[config.mk]
export PLATFORM = sky130hd
export DESIGN_NAME = mp64_mul_ctrl
export DESIGN_NICKNAME = d
export VERILOG_FILES = /design/src/rtl/mp64_mul_ctrl.sv
export SDC_FILE = /design/constraint.sdc
export NUM_CORES = 2
export LEC_CHECK = 0
export BUFFER_PORTS_ARGS = -buffer_cell sky130_fd_sc_hd__buf_4
export CORE_MARGIN = 1
export CORE_UTILIZATION = 62
export CTS_CLUSTER_DIAMETER = 80
export CTS_CLUSTER_SIZE = 30
export DETAILED_ROUTE_END_ITERATION = 8
export PLACE_DENSITY = 0.86
export SLEW_MARGIN = 20
export SYNTH_ARGS = -nofsm -noshare
export SYNTH_HDL_FRONTEND = slang
export SYNTH_SLANG_ARGS = --single-unit
[constraint.sdc]
create_clock -name clk -period 8.45 [get_ports clk]
set_clock_uncertainty 0.15 [all_clocks]
set_input_delay 0.4225 -clock clk [delete_from_list [all_inputs] [get_ports clk]]
set_output_delay 0.4225 -clock clk [all_outputs]
set_load 0.05 [all_outputs]
[src/rtl/mp64_mul_ctrl.sv]
// Multiply-unit front end: issues ops to a 64x64->128 multiplier,
// applies the MULHSU correction and caches the last unsigned/signed product.
module mp64_mul_ctrl #(
    parameter bit REUSE = 1'b1,
    parameter int TAG_W = 5
) (
    input  logic             clk,
    input  logic             rst,
    input  logic             flush,
    input  logic             req_valid,
    output logic             req_ready,
    input  logic [1:0]       req_op,
    input  logic [63:0]      req_a,
    input  logic [63:0]      req_b,
    input  logic [TAG_W-1:0] req_tag,
    output logic             rsp_valid,
    input  logic             rsp_ready,
    output logic [63:0]      rsp_data,
    output logic [TAG_W-1:0] rsp_tag,
    output logic             mul_start,
    output logic             mul_signed,
    output logic [63:0]      mul_a,
    output logic [63:0]      mul_b,
    input  logic [127:0]     mul_result,
    input  logic             mul_done
);

    typedef enum logic [2:0] {
        IDLE,
        ISSUE,
        WAIT,
        FIX,
        RESP,
        DRAIN
    } state_t;

    state_t state, state_n;

    logic [1:0]       op_q;
    logic [63:0]      a_q;
    logic [63:0]      b_q;
    logic [TAG_W-1:0] tag_q;
    logic             mode_q;
    logic [127:0]     prod_q;

    logic             cache_v;
    logic [63:0]      cache_a;
    logic [63:0]      cache_b;
    logic             cache_mode;
    logic [127:0]     cache_p;

    logic accept;
    logic mode_in;
    logic hit;
    logic is_hsu_q;
    logic wait_done;

    assign req_ready = (state == IDLE) && !flush;
    assign accept    = req_valid && req_ready;
    assign mode_in   = (req_op == 2'b01);
    assign hit       = REUSE && cache_v && (req_a == cache_a) &&
                       (req_b == cache_b) && (mode_in == cache_mode);
    assign is_hsu_q  = (op_q == 2'b10);
    assign wait_done = (state == WAIT) && mul_done && !flush;

    assign rsp_data = (op_q == 2'b00) ? prod_q[63:0] : prod_q[127:64];
    assign rsp_tag  = tag_q;

    always_ff @(posedge clk) begin
        if (rst) begin
            state <= IDLE;
        end else begin
            state <= state_n;
        end
    end

    always_comb begin
        state_n    = state;
        mul_start  = 1'b0;
        mul_signed = 1'b0;
        rsp_valid  = 1'b0;
        unique case (state)
            IDLE: begin
                if (accept) begin
                    if (hit) begin
                        state_n = (req_op == 2'b10) ? FIX : RESP;
                    end else begin
                        state_n = ISSUE;
                    end
                end
            end
            ISSUE: begin
                mul_start  = 1'b1;
                mul_signed = mode_q;
                state_n    = WAIT;
            end
            WAIT: begin
                if (mul_done) begin
                    state_n = is_hsu_q ? FIX : RESP;
                end
            end
            FIX: begin
                state_n = RESP;
            end
            RESP: begin
                rsp_valid = 1'b1;
                if (rsp_ready) begin
                    state_n = IDLE;
                end
            end
            DRAIN: begin
                if (mul_done) begin
                    state_n = IDLE;
                end
            end
            default: state_n = IDLE;
        endcase
        // A start already issued must have its done absorbed before reuse.
        if (flush) begin
            unique case (state)
                ISSUE:   state_n = DRAIN;
                WAIT:    state_n = mul_done ? IDLE : DRAIN;
                DRAIN:   state_n = mul_done ? IDLE : DRAIN;
                default: state_n = IDLE;
            endcase
        end
    end

    always_ff @(posedge clk) begin
        if (rst) begin
            op_q       <= 2'b00;
            a_q        <= '0;
            b_q        <= '0;
            tag_q      <= '0;
            mode_q     <= 1'b0;
            prod_q     <= '0;
            mul_a      <= '0;
            mul_b      <= '0;
            cache_v    <= 1'b0;
            cache_a    <= '0;
            cache_b    <= '0;
            cache_mode <= 1'b0;
            cache_p    <= '0;
        end else begin
            if (accept) begin
                op_q   <= req_op;
                a_q    <= req_a;
                b_q    <= req_b;
                tag_q  <= req_tag;
                mode_q <= mode_in;
                if (hit) begin
                    prod_q <= cache_p;
                end else begin
                    mul_a <= req_a;
                    mul_b <= req_b;
                end
            end
            if (wait_done) begin
                prod_q     <= mul_result;
                cache_v    <= 1'b1;
                cache_a    <= a_q;
                cache_b    <= b_q;
                cache_mode <= mode_q;
                cache_p    <= mul_result;
            end
            // Signed-a correction of an unsigned product; cache stays unsigned.
            if (state == FIX) begin
                prod_q[127:64] <= prod_q[127:64] - (a_q[63] ? b_q : 64'd0);
            end
            if (flush) begin
                cache_v <= 1'b0;
            end
        end
    end

endmodule

# Word-level counts from Yosys, hierarchy flattened
# Index checks and enable logic that the tools add are counted.
[op_classes]
n_addsub = 1
n_mul = 0
n_div = 0
magnitude_cmp = 0
eq_ne = 15
shifts = 0
n_mux = 20
n_bitwise = 1
n_reduce_logical = 20
[op_table]
columns = ["cell", "count"]
rows = [
  ["$mux 128", 3],
  ["$mux 64", 3],
  ["$eq 64x64->1", 2],
  ["$sub 64x64->64", 1],
  ["$mux 3", 9],
  ["$pmux 3 s6", 1],
  ["$ne 3x3->1 const B", 4],
  ["$logic_and 1x1->1", 7],
  ["$eq 3x2->1 const B", 2],
  ["$eq 3x3->1 const B", 2],
  ["$pmux 3 s2", 1],
  ["$reduce_and 2->1", 3],
  ["$reduce_bool 3->1", 2],
  ["$eq 2x2->1 const B", 2],
  ["$reduce_and 4->1", 1],
  ["$reduce_bool 2->1", 2],
  ["$reduce_or 2->1", 2],
  ["$eq 3x1->1 const B", 1],
  ["$logic_not 3->1", 1],
  ["$mux 1", 3],
  ["$eq 2x1->1 const B", 1],
  ["$logic_not 2->1", 1],
  ["$eq 1x1->1", 1],
  ["$logic_not 1->1", 1],
  ["$not 1->1", 1],
]
[totals]
register_bits = 653
latchBits = 0
ram_bits = 0
rom_bits = 0
input_bits = 269
word_cells = 72
mem_count = 0

# Depth between registers and ports, before layout
[logic_depth]
word_depth = 8
mapped_depth = 15
depth_no_buf = 13

# Worst setup path after synthesis
# No wires, ideal clock.
[synth_path]
path_type = "input to register"
start = "input port flush"
end = "register prod_q[93]"
t_arrival_ns = 3.504
slack_ns = 4.668
path_stages = 10
n_path_buf = 4
cell_sequence = "clkbuf_1 > nor4_1 > and2_1 > clkbuf_1 > a21o_1 > buf_4 > nor2_2 > buf_2 > a221oi_2 > nor2_1"
[synth_via]
elab_chain_len = 5
word_cells_on_any_way = 9
classes_between = "mux (2); reduce/logical (7)"
[synth_lines]
columns = ["element", "line", "source"]
rows = [
  ["start, declared", "9", "input logic flush,"],
  ["$logic_not 1->1", "58", "assign req_ready = (state == IDLE) && !flush;"],
  ["$logic_and 1x1->1", "58", ""],
  ["via req_ready", "11", "output logic req_ready,"],
  ["$logic_and 1x1->1", "59", "assign accept = req_valid && req_ready;"],
  ["$reduce_bool 3->1 (no source line)", "--", ""],
  ["$reduce_and 2->1 (no source line)", "--", ""],
  ["end signal, assigned", "152", "prod_q <= cache_p;"],
  ["end signal, assigned", "159", "prod_q <= mul_result;"],
  ["end signal, assigned", "168", "prod_q[127:64] <= prod_q[127:64] - (a_q[63] ? b_q : 64'd0);"],
  ["end, declared", "44", "logic [127:0] prod_q;"],
]
# The timed path passes the listed nets, and every way through them passes these cells.
# A chain may end at the register's enable or synchronous reset.

# Final worst setup path
[layout_path]
start = "input port req_a[0]"
end = "register prod_q[103]"
[layout_via]
elab_chain_len = 6
[layout_lines]
columns = ["element", "line", "source"]
rows = [
  ["start, declared", "13", "input logic [63:0] req_a,"],
  ["$eq 64x64->1", "61", "assign hit = REUSE && cache_v && (req_a == cache_a) &&"],
  ["$logic_and 1x1->1 (2 in a row)", "61", ""],
  ["$logic_and 1x1->1", "62", "(req_b == cache_b) && (mode_in == cache_mode);"],
  ["$reduce_bool 3->1 (no source line)", "--", ""],
  ["$reduce_and 2->1 (no source line)", "--", ""],
]
# Every way passes these cells.

==> flow_summary_export.csv <==
group,metric,value,unit
run_status,outcome,"complete, no violations",
synthesis,syn-cell-area,29880,um^2
grt,grt_use_total,40.04,%
floorplanning,placementRows,80,
synthesis,synthFlopType,"dfxtp_1",
synthesis,synth_warnings,0,
clock_tree,cts.path.max_buffers,3,
pwr,leakage,15.26,nW
setup_path,path_buf_inv,3,
worst_hold_path,hp-start,"mul_done",
cells_and_area,drive_gt1_share,16.88,%
setup_path,cpLargestDelayFamily,"compound AO/OA/AOI/OAI gates",
drt,drt_iter0_drc,3446,
setup_path,critPathMaxStageDelay,0.86,ns
clock_tree,clk_pin_slew,0.11,ns
setup_path,path_class,"primary input to flop",
clock_tree,ctsResizeCount,0,
sta,tightest_slew,1.094,ns
drt,wl_per_cell,21.46,um
floorplanning,pin_count,470,
cells_and_area,final_common_cell,"nand2_1",
floorplanning,fp.dieArea,49080,um^2
worst_hold_path,worstHoldPathType,"primary input to flop",
clock_tree,numCtsBuffers,31,
sta,setup_tns,0,ns
clock_tree,cts_tree,"done",
setup_path,rrSetupSlack,3.55,ns
drt,first_pass_iters,6,
sta,hold_viol,0,
synthesis,synth.avg_cell_area,8.398,um^2
floorplanning,initial_core_util,62.71,%
sta,period_share,60.08,%
cells_and_area,final_cell_mix,"nand2_1, dfxtp_1, buf_4, nor2_1, a21oi_1",
grt,grt_overflow,0,
placed_design,port_buffers,469,
synthesis,synth.yosys.seq_area_share,43.75,%
drt,route.antenna.remaining_nets,0,
clock_tree,worstSkewPairLatency,0.64,ns
synthesis,synth_top_cell_area_share,43.75,%
synthesis,ys_ff_latch,653,
synthesis,synth_area_leaders,"dfxtp_1, nand2_1, mux2i_1",
setup_path,r2r_end,"prod_q[103]",
setup_path,crit_path_start_kind,"primary input",
grt,grt_pass1_wl,156400,um
placed_design,hpwl,65110,um
grt,grt_pass1_vias,27848,
floorplanning,die_y,221.5,um
grt,grt_max_degree,204,
synthesis,synth_edf_count,0,
drt,num_vias,28554,
sta,slew_headroom,27.10,%
flow_run,max_cap_viol_count,0,
sta,finalSetupViolCount,0,
setup_path,crit_chain,"dlygate4sd3_1, buf_4, xnor2_1, o2111ai_1, or4_1, nor3_1, nand4_1, nor3_2, a21o_4, buf_12, nand2b_1, o22ai_1, a211oi_1",
cells_and_area,fin_nets,4430,
synthesis,synth_async_sr_flop_share,0,%
sta,hold_ws,0.02629,ns
setup_path,reg2reg_depth,11,
setup_path,worst_path_max_delay_cell,"a21o_4",
worst_hold_path,min_to,"cache_v",
setup_path,crit_fanout,148,
pwr,ir_drop,0.0002190,V
cells_and_area,syn_to_final_growth,23.88,%
synthesis,yosysTopAreaCell,"dfxtp_1",
pwr,p_per_area,165.2,nW/um^2
clock_tree,cts_root_buffer,"clkbuf_16",
drt,drt-total-wl,101700,um
setup_path,required,8.84,ns
setup_path,r2r_start,"cache_a[0]",
sta,fin_crit,5.076,ns
grt,antenna_found_initial,9,
synthesis,synthCells,3558,
setup_path,setup.worst_path.end_class,"flop",
placed_design,place_congestion,0.9849,
floorplanning,coreArea,47650,um^2
sta,fmax,197.0,MHz
synthesis,synth_nets,3891,
drt,drc,0,
clock_tree,cts_max_level,1,
sta,drv_slew,0,
clock_tree,numClockSinks,653,
floorplanning,die_width,221.5,um
setup_path,cp.arrival,5.47,ns
worst_hold_path,min_delay_path_depth,3,
setup_path,crit_cells,13,
drt,avgViaCountPerCell,6.024,
sta,rsz0062_at_grt,"false",
synthesis,synth_cell_types,73,
## state kept, by name (all words and copies together) (netlist names)
| signal | flops |
|---|---|
| a_q | 64 |
| b_q | 64 |
| cache_a | 64 |
| cache_b | 64 |
| cache_mode | 1 |
| cache_p | 128 |
| cache_v | 1 |
| mode_q | 1 |
| mul_a | 64 |
| mul_b | 64 |
| op_q | 2 |
| prod_q | 128 |
| rsp_tag | 5 |
| state | 3 |
## per-layer routing
| metal | track usage [%] | vias to the layer above | part of all wire (%) | routed length, um |
|---|---|---|---|---|
| met2 | 66.82 | 1513 | 47 | 47980 |
| met4 | 19.74 | 6 | 5.8 | 5880 |
| li1 | - | 13166 | - | - |
| met3 | 6.533 | 355 | 8.4 | 8504 |
| met1 | 50.38 | 13514 | 39 | 39320 |
| met5 | 0 | - | 0.039 | 40 |
## where the power goes
group	leakage [nW]	internal, mW	switching, mW	total [mW]
combinational	9.48	0.424	0.635	1.06
clock	0.496	0.742	1.11	1.85
sequential	5.28	3.15	0.0537	3.20
## timing repair
action	4_1_cts	5_1_grt
hold buffers	265	0
setup buffers	0	0
endpoints found under the hold margin	370	0
## cell type report
class | count | area [um^2]
sequential | 653 | 13070
fill | 3161 | 10630
inverter | 87 | 326.6
clock buffer | 35 | 810.8
antenna | 7 | 17.52
clock inverter | 19 | 222.7
multi-input combinational | 2574 | 15420
timing repair buffer | 750 | 6376
tap | 615 | 769.5
## synthesized netlist by cell type (5+ instances only)
cell,instances
ha_1,63
nor3_1,21
buf_1,21
or2_2,5
nand3_1,24
o31a_1,5
nor4_1,19
a211oi_1,19
and3_1,5
o22ai_1,28
nand4_1,30
or3_1,10
nand2_1,723
a21o_1,31
inv_1,87
o21bai_1,9
and4_1,5
o21ai_0,55
a22oi_1,9
mux2_2,63
o21a_1,8
o211ai_1,35
o21ai_1,9
a221oi_2,12
a221oi_1,11
nor2_1,419
buf_6,11
buf_4,27
clkbuf_1,178
nand2b_1,30
a211oi_2,61
o2111ai_1,8
xor2_1,45
a31oi_1,12
xnor2_1,68
mux2i_1,232
a21oi_1,397
buf_2,7
a2111o_1,7
dfxtp_1,653
nor2b_1,31
## worst min-delay path, stage by stage
cell and delay, ns:
buf_4 0.12, a31oi_1 0.08, nor3_1 0.13
## worst max-delay path by stage
stage | to | slack, ns | start
global placement | prod_q[123] | 3.67 | req_a[42]
CTS | prod_q[117] | 3.72 | req_a[42]
finish | prod_q[103] | 3.37 | req_a[0]
floorplan | prod_q[93] | 4.67 | flush
detailed placement | prod_q[123] | 3.63 | req_a[42]
global route | prod_q[103] | 3.25 | req_a[0]
## kinds of logic after synthesis
| family | share of synthesized area [%] |
|---|---|
| and+or+nand+nor | 18.46 |
| AOI/OAI and AO/OA | 16.83 |
| DFF | 43.75 |
| buffers and inverters | 4.803 |
| muxes | 10.15 |
| xor gates and xnor gates | 3.312 |
| adders and majority gates | 2.705 |
## through the flow
step	std cells	setup slack, ns	area [um^2]	total power [mW]	util, %
2_1_floorplan	3558	4.668	29880	3.841	-
3_3_place_gp	4414	3.671	33310	4.175	69.91
3_5_place_dp	4414	3.632	33310	4.180	69.91
4_1_cts	4733	3.716	37000	6.071	77.65
5_1_grt	4740	3.253	37010	6.279	77.69
6_report	4740	3.374	37010	6.115	77.69
Power figures use the tool's default switching activity.
